==> config.mk <==
export PLATFORM = sky130hd
export DESIGN_NAME = line_fill_arbiter
export DESIGN_NICKNAME = d
export VERILOG_FILES = /design/src/rtl/line_fill_arbiter.sv
export SDC_FILE = /design/constraint.sdc
export NUM_CORES = 1
export LEC_CHECK = 0
export BUFFER_PORTS_ARGS = -buffer_cell sky130_fd_sc_hd__buf_2
export CELL_PAD_IN_SITES_DETAIL_PLACEMENT = 0
export CELL_PAD_IN_SITES_GLOBAL_PLACEMENT = 1
export CORE_AREA = 2 2 253 255
export DETAILED_ROUTE_END_ITERATION = 12
export DIE_AREA = 0 0 255 257
export PLACE_DENSITY_LB_ADDON = 0.1
export SETUP_SLACK_MARGIN = 0.1
export SKIP_CTS_REPAIR_TIMING = 1
export SLEW_MARGIN = 20
export SYNTH_ARGS = -nofsm -noshare
export SYNTH_HDL_FRONTEND = slang
export SYNTH_SLANG_ARGS = --single-unit
==> constraint.sdc <==
create_clock -name clk -period 3.4 [get_ports clk]
set_input_delay 0.68 -clock clk [delete_from_list [all_inputs] [get_ports clk]]
set_output_delay 0.68 -clock clk [all_outputs]
set_load 0.1 [all_outputs]
==> src/rtl/line_fill_arbiter.sv <==
// Round-robin cache line fill sequencer: two requesters share one 32-bit slow memory.
// Each fill reads NW words of the line-aligned address and pulses the owner's done.
module line_fill_arbiter #(
  parameter int LW  = 512,
  parameter int OFW = $clog2(LW / 8)
) (
  input  logic          clk,
  input  logic          rst,
  input  logic          r0_start,
  input  logic [31:0]   r0_addr,
  output logic          r0_done,
  input  logic          r1_start,
  input  logic [31:0]   r1_addr,
  output logic          r1_done,
  output logic [LW-1:0] line_data,
  output logic          busy,
  output logic          grant,
  output logic          mem_req,
  output logic [31:0]   mem_addr,
  input  logic          mem_ack,
  input  logic [31:0]   mem_rdata,
  output logic [1:0]    state_dbg
);

  localparam int NW = LW / 32;
  localparam int CW = $clog2(NW);

  typedef enum logic [1:0] {
    IDLE  = 2'd0,
    FETCH = 2'd1,
    DONE  = 2'd2
  } state_t;

  state_t        state;
  logic [31:0]   base;
  logic [CW-1:0] cnt;
  logic          last_grant;
  logic          abandon;
  logic          next_grant;
  logic [31:0]   sel_addr;
  logic          owner_start;
  logic [31:0]   line_mask;

  // Memory handshake: mem_req/mem_addr hold steady until a cycle with mem_ack=1,
  // which completes exactly one word transfer; mem_ack without mem_req is ignored.
  always_comb begin
    busy        = (state != IDLE);
    mem_req     = (state == FETCH);
    mem_addr    = base + {{(30 - CW){1'b0}}, cnt, 2'b00};
    state_dbg   = state;
    next_grant  = (r0_start && r1_start) ? ~last_grant : r1_start;
    sel_addr    = next_grant ? r1_addr : r0_addr;
    owner_start = grant ? r1_start : r0_start;
    line_mask   = ~((32'd1 << OFW) - 32'd1);
  end

  always_ff @(posedge clk) begin
    if (rst) begin
      state      <= IDLE;
      r0_done    <= 1'b0;
      r1_done    <= 1'b0;
      grant      <= 1'b0;
      last_grant <= 1'b1;
      base       <= 32'd0;
      cnt        <= '0;
      abandon    <= 1'b0;
      line_data  <= '0;
    end else begin
      r0_done <= 1'b0;
      r1_done <= 1'b0;
      case (state)
        IDLE: begin
          if (r0_start || r1_start) begin
            grant   <= next_grant;
            base    <= sel_addr & line_mask;
            cnt     <= '0;
            abandon <= 1'b0;
            state   <= FETCH;
          end
        end
        FETCH: begin
          // A requester that lets go mid-fill loses its done pulse, but the
          // in-flight word sequence still runs to the end.
          if (!owner_start) abandon <= 1'b1;
          if (mem_ack) begin
            line_data[{cnt, 5'd0} +: 32] <= mem_rdata;
            if (&cnt) begin
              state <= DONE;
              if (grant) r1_done <= owner_start && !abandon;
              else       r0_done <= owner_start && !abandon;
            end else begin
              cnt <= cnt + 1'b1;
            end
          end
        end
        DONE: begin
          last_grant <= grant;
          state      <= IDLE;
        end
        default: state <= IDLE;
      endcase
    end
  end

endmodule
-- Yosys cells after proc, flatten, opt, wreduce, memory -nomap -nowiden
Cells that the tools add are included.
- bitwise logic cells: 5
- reductions and logical operators: 15
- mux-type cells: 15
- shift-type cells: 2
- equality and inequality tests: 7
- $add $sub $neg: 3
- operator list (operator ; number):
    512-bit bitwise mux ; 1
    32-bit by 11-bit variable shift with 512-bit output, first input constant ; 1
    32-bit by 11-bit variable part select with 512-bit output ; 1
    32-bit by 6-bit adder with 32-bit output ; 1
    32-bit two-way mux ; 1
    4-bit two-way mux ; 3
    9-bit negation with 11-bit output ; 1
    5-bit OR reduction ; 2
    4-bit case mux with 2 select lines ; 1
    4-bit AND reduction ; 2
    2-bit two-way mux ; 3
    2-bit inequality test, second input constant ; 3
    3-bit AND reduction ; 2
    1-bit NOT ; 5
    4-bit by 1-bit adder with 4-bit output, second input constant ; 1
    1-bit two-way mux ; 4
    2-bit by 1-bit inequality test with 1-bit output, second input constant ; 2
    2-bit case mux with 2 select lines ; 1
    2-bit AND reduction ; 2
    2-bit nonzero test ; 2
    2-bit by 1-bit == test with 1-bit output, second input constant ; 1
    2-bit == test, second input constant ; 1
    1-bit logical AND ; 2
    2-bit logical NOT ; 1
    other kinds (3) ; 3
- logic and storage cells: 56
- register bits: 549
- output and inout bits: 551
- input port bits: 101

-- Depth between registers and ports, before layout
- word-level depth: 4
- mapped depth: 10
- depth with buffers taken out: 6

-- Worst setup path before layout
No wires, ideal clock.
- path kind: reg-to-output
- start: register state[0] (netlist: state_dbg[0])
- end: output mem_req
- required time: 2.720 ns
- arrival: 2.605 ns
- buffers on the path: 1
- slack: 0.115 ns
- cell stages (with the launch flop): 4
- cell sequence: dfxtp_1 > clkbuf_1 > inv_1 > nor2_1
- cells in the longest elaborated chain, start to end: 1
- RTL lines (element ; line ; RTL):
    start, declared ; 34 ; state_t state;
    start signal, assigned ; 59 ; state <= IDLE;
    start signal, assigned ; 78 ; state <= FETCH;
    start signal, assigned ; 88 ; state <= DONE;
    2-bit by 1-bit == test with 1-bit output ; 48 ; mem_req = (state == FETCH);
    end, declared ; 18 ; output logic mem_req,
No other way between the ends.

-- Worst setup path after layout
- start: register cnt[1]
- end: register line_data[400]
- cells in the longest elaborated chain, start to end: 3
- elaborated cells on any way between the ends: 4
- those cells by class: add/sub (1); shift (2); mux (1)
- RTL lines (element ; line ; RTL):
    start, declared ; 36 ; logic [CW-1:0] cnt;
    start signal, assigned ; 92 ; cnt <= cnt + 1'b1;
    9-bit negation with 11-bit output * ; 86 ; line_data[{cnt, 5'd0} +: 32] <= mem_rdata;
    32-bit by 11-bit variable part select with 512-bit output or 32-bit by 11-bit variable shift with 512-bit output (tied branches) ; 86 ;
    512-bit bitwise mux * ; 86 ;
    end signal, assigned by index ; 86 ;
    end, declared ; 15 ; output logic [LW-1:0] line_data,
Every way passes the cells marked *; elsewhere a longest branch is shown, timed or not.
A chain may end at the register's enable or synchronous reset.

==> impl_results.md <==
* Outcome: finished, final reports clean
* Final period utilization at 0.8621
* Root Driver: clkbuf_16
* Min Tclk post-route at 2931 ps
* Pint at 10.82 mW
* Routed Antenna Nets at 0
* Post-synthesis mux area share at 0.1752
* TritonRoute pass-1 iters at 5
* DIE WIDTH at 255 um
* Drt drc at 0
* Worst setup EP type: flop
* Initial Util at 0.3443
* Post-synthesis adder-cell area fraction at 0.002317
* # H-tree levels at 2
* Fmax at 341.2 MHz
* Placeable core area at 62740 sq um
* Largest net degree at the start of global routing at 167
* Crit path launch type: flop
* Layout cells sized above 1 at 0.2890
* Yosys cell types at 48
* Post-synth top area share at 0.5089
* Max-Cap Viols at 0
* Post-synthesis compound-gate area fraction at 0.05620
* Vias in the first global route at 16720
* Fill cell count at 6176
* Global placement routability congestion at 0.8083
* Largest family of logic cells by synthesized area: simple AND/OR/NAND/NOR gates
* Worst min-delay path class: primary input to flop
* Sequential share of the synthesized area at 0.5089
* Comb power frac at 0.073
* Max-slew violations at 0
* Net Sw Frac at 0.2457
* Row count at 92
* Reg clk slew, reported paths at 60 ps
* P_sw at 3.524 mW
* Area of the multi-input gates at 9778 sq um
* CTS Buffer Depth at 3
* Vias at 17160
* Crit path DAT at 3460 ps
* Slew headroom at 0.4869
* Synthesized flop and latch total at 549
* Hold slack at 340.9 ps
* GRT overflow at 0
* Most common cell after layout, fill and taps aside: buf_2
* CP max stage cell: dfxtp_1
* Fin. Hold Viols at 0
* Final #Nets at 2815
* Yosys warns at 0
* Worst skew pair latency at 620 ps
* Final HPWL DP at 56500 um
* Setup TNS at 0 ps
* Unrepaired setup endpoints after global routing: no
* DR vias/cell at 4.759
* Leak Pwr at 12.48 nW
* I/O pins at 652
* Avg Cell Area, Syn at 9.930 sq um
* Most frequent cells in the layout: buf_2 (636), dfxtp_1 (549), nand2b_1 (450)
* Worst-Margin Slew at 767.7 ps
* Storage element area at 10990 sq um
* Clk network pwr share at 0.473
* CTS tree: done
* Clk_skew at 26.13 ps
* Area grow syn2layout at 27.34%
* Endpoints failing setup at 0
* Top cell type by total area after synthesis: dfxtp_1
* Initial antenna violation count at 4
* Required time of the critical path at 3930 ps
* Slowest stage delay, CP at 670 ps
* Flop pwr share at 0.454
* Xor and xnor area share after synthesis at 0.001217
* Area contributors post-synth: dfxtp_1 (51%), mux2i_1 (18%), nand2b_1 (13%), o21ai_0 (2.7%), nand3_1 (2.5%)
* Worst VDD drop at 428.5 uV
* Die H at 257 um
* Power Density at 521.4 nW/um^2
* Post-Synthesis Cell Area at 21600 sq um
* Crit Path Max Fanout at 24
* Post-Synth Simple-Gate Area at 0.2132
* Kind of critical path: flop to flop
* WL final at 80110 um
* DRT iter0 DRCs at 1021
* Avg WL per Cell at 22.21 um
* Port Buf Inserts at 637
* First-pass GRT wire length at 114600 um
* TritonCTS Sinks at 549
* # diodes at 0
* Inserted Clock Buffers at 60
* Cell count after synthesis at 2175
* Critical-path cell list: inv_1 > ha_1 > or2_2 > o21ai_1 > and3_2 > buf_12 > mux2i_1
* Die area at 65540 sq um
* Overall global routing resource usage at 0.2354
==> final timing paths <==
| path | startpoint | endpoint | slack, ps | cells after the start |
|---|---|---|---|---|
| hold / removal | r1_start | r1_done$_SDFF_PP0_ | 340 | 3 |
| hold reg to reg | line_data[279]$_SDFFE_PP0P_ | line_data[279]$_SDFFE_PP0P_ | 450 | 2 |
| setup reg to reg | cnt[1]$_SDFFE_PP0P_ | line_data[400]$_SDFFE_PP0P_ | 470 | 7 |
| setup / recovery | cnt[1]$_SDFFE_PP0P_ | line_data[400]$_SDFFE_PP0P_ | 470 | 7 |
==> critical path, delay by kind of cell, from the launching register on <==
kind / cells / cell delay, ps
simple gates: 2 / 820
flops: 1 / 670
buf+inv: 2 / 390
compound gates: 1 / 350
fa+ha+maj: 1 / 330
mux: 1 / 220
==> cell usage after synthesis (all sizes together) <==
cell type,count
a2111oi,3
a211o,1
a211oi,26
a21boi,1
a21oi,38
a221oi,1
and2,1
and3,4
and3b,1
buf,52
clkbuf,149
conb,1
dfxtp,549
ha,4
inv,5
mux2i,378
nand2,137
nand2b,450
nand3,106
nand3b,34
nand4,1
nand4b,1
nor2,68
nor2b,4
nor3,8
nor3b,2
nor4,2
nor4b,1
nor4bb,2
o2111ai,1
o211a,1
o211ai,1
o21ai,133
o31a,1
o31ai,1
or2,1
or3,2
or4,1
xnor2,1
xor2,2
==> through the flow <==
stage	util	setup slack, ps	std cells	area (sq um)	total power [mW]
floorplan	-	115.5	2176	21600	7.406
global placement	0.4050	602.2	3494	25410	7.700
detailed placement	0.4051	506.8	3494	25410	7.708
CTS	0.4384	486.6	3607	27500	14.53
global route	0.4384	308.4	3607	27500	14.82
finish	0.4384	469.0	3607	27500	14.34
==> per-layer routing <==
metal  wire [um]  global-route usage  vias to the layer above  part of all wire
met2       37420              0.3882                      515              0.47
li1            -                   -                     8326                 -
met5          21                   0                        -           0.00026
met3        6142             0.07222                      115             0.077
met4        2858             0.08382                        4             0.036
met1       33660              0.2885                     8204              0.42
==> power groups by stage <==
stage	clock network [mW]	logic [mW]	registers, mW
after floorplan	0	0.408	7.00
after global placement	0	1.05	6.65
after detailed placement	0	1.06	6.65
after CTS	6.96	1.06	6.51
after global routing	7.21	1.10	6.51
final	6.78	1.05	6.51
==> sequential cells by signal, summed over array words and instances, names as in the netlist <==
name,cells
r1_done,1
last_grant,1
r0_done,1
state_dbg,2
cnt,4
line_data,512
base,26
grant,1
abandon,1
==> final cells by class <==
cell class | count | share of cell area
multi-input combinational | 1421 | 0.3555
timing repair buffer | 673 | 0.1297
clock buffer | 94 | 0.06842
inverter | 5 | 0.0006824
sequential | 549 | 0.3996
tap | 846 | 0.03849
clock inverter | 19 | 0.007506
==> cell families (layout without fill, tap and decap cells) <==
logic type | after synthesis | after routing
XOR/XNOR | 3 | 3
flip-flops | 549 | 549
adder cells (fa/ha/maj) | 4 | 4
buffers and inverters | 206 | 791
AND/OR/NAND/NOR | 826 | 826
multiplexers | 378 | 378
AO/OA/AOI/OAI | 208 | 208
other | 1 | 2
Power figures use the tool's default switching activity.
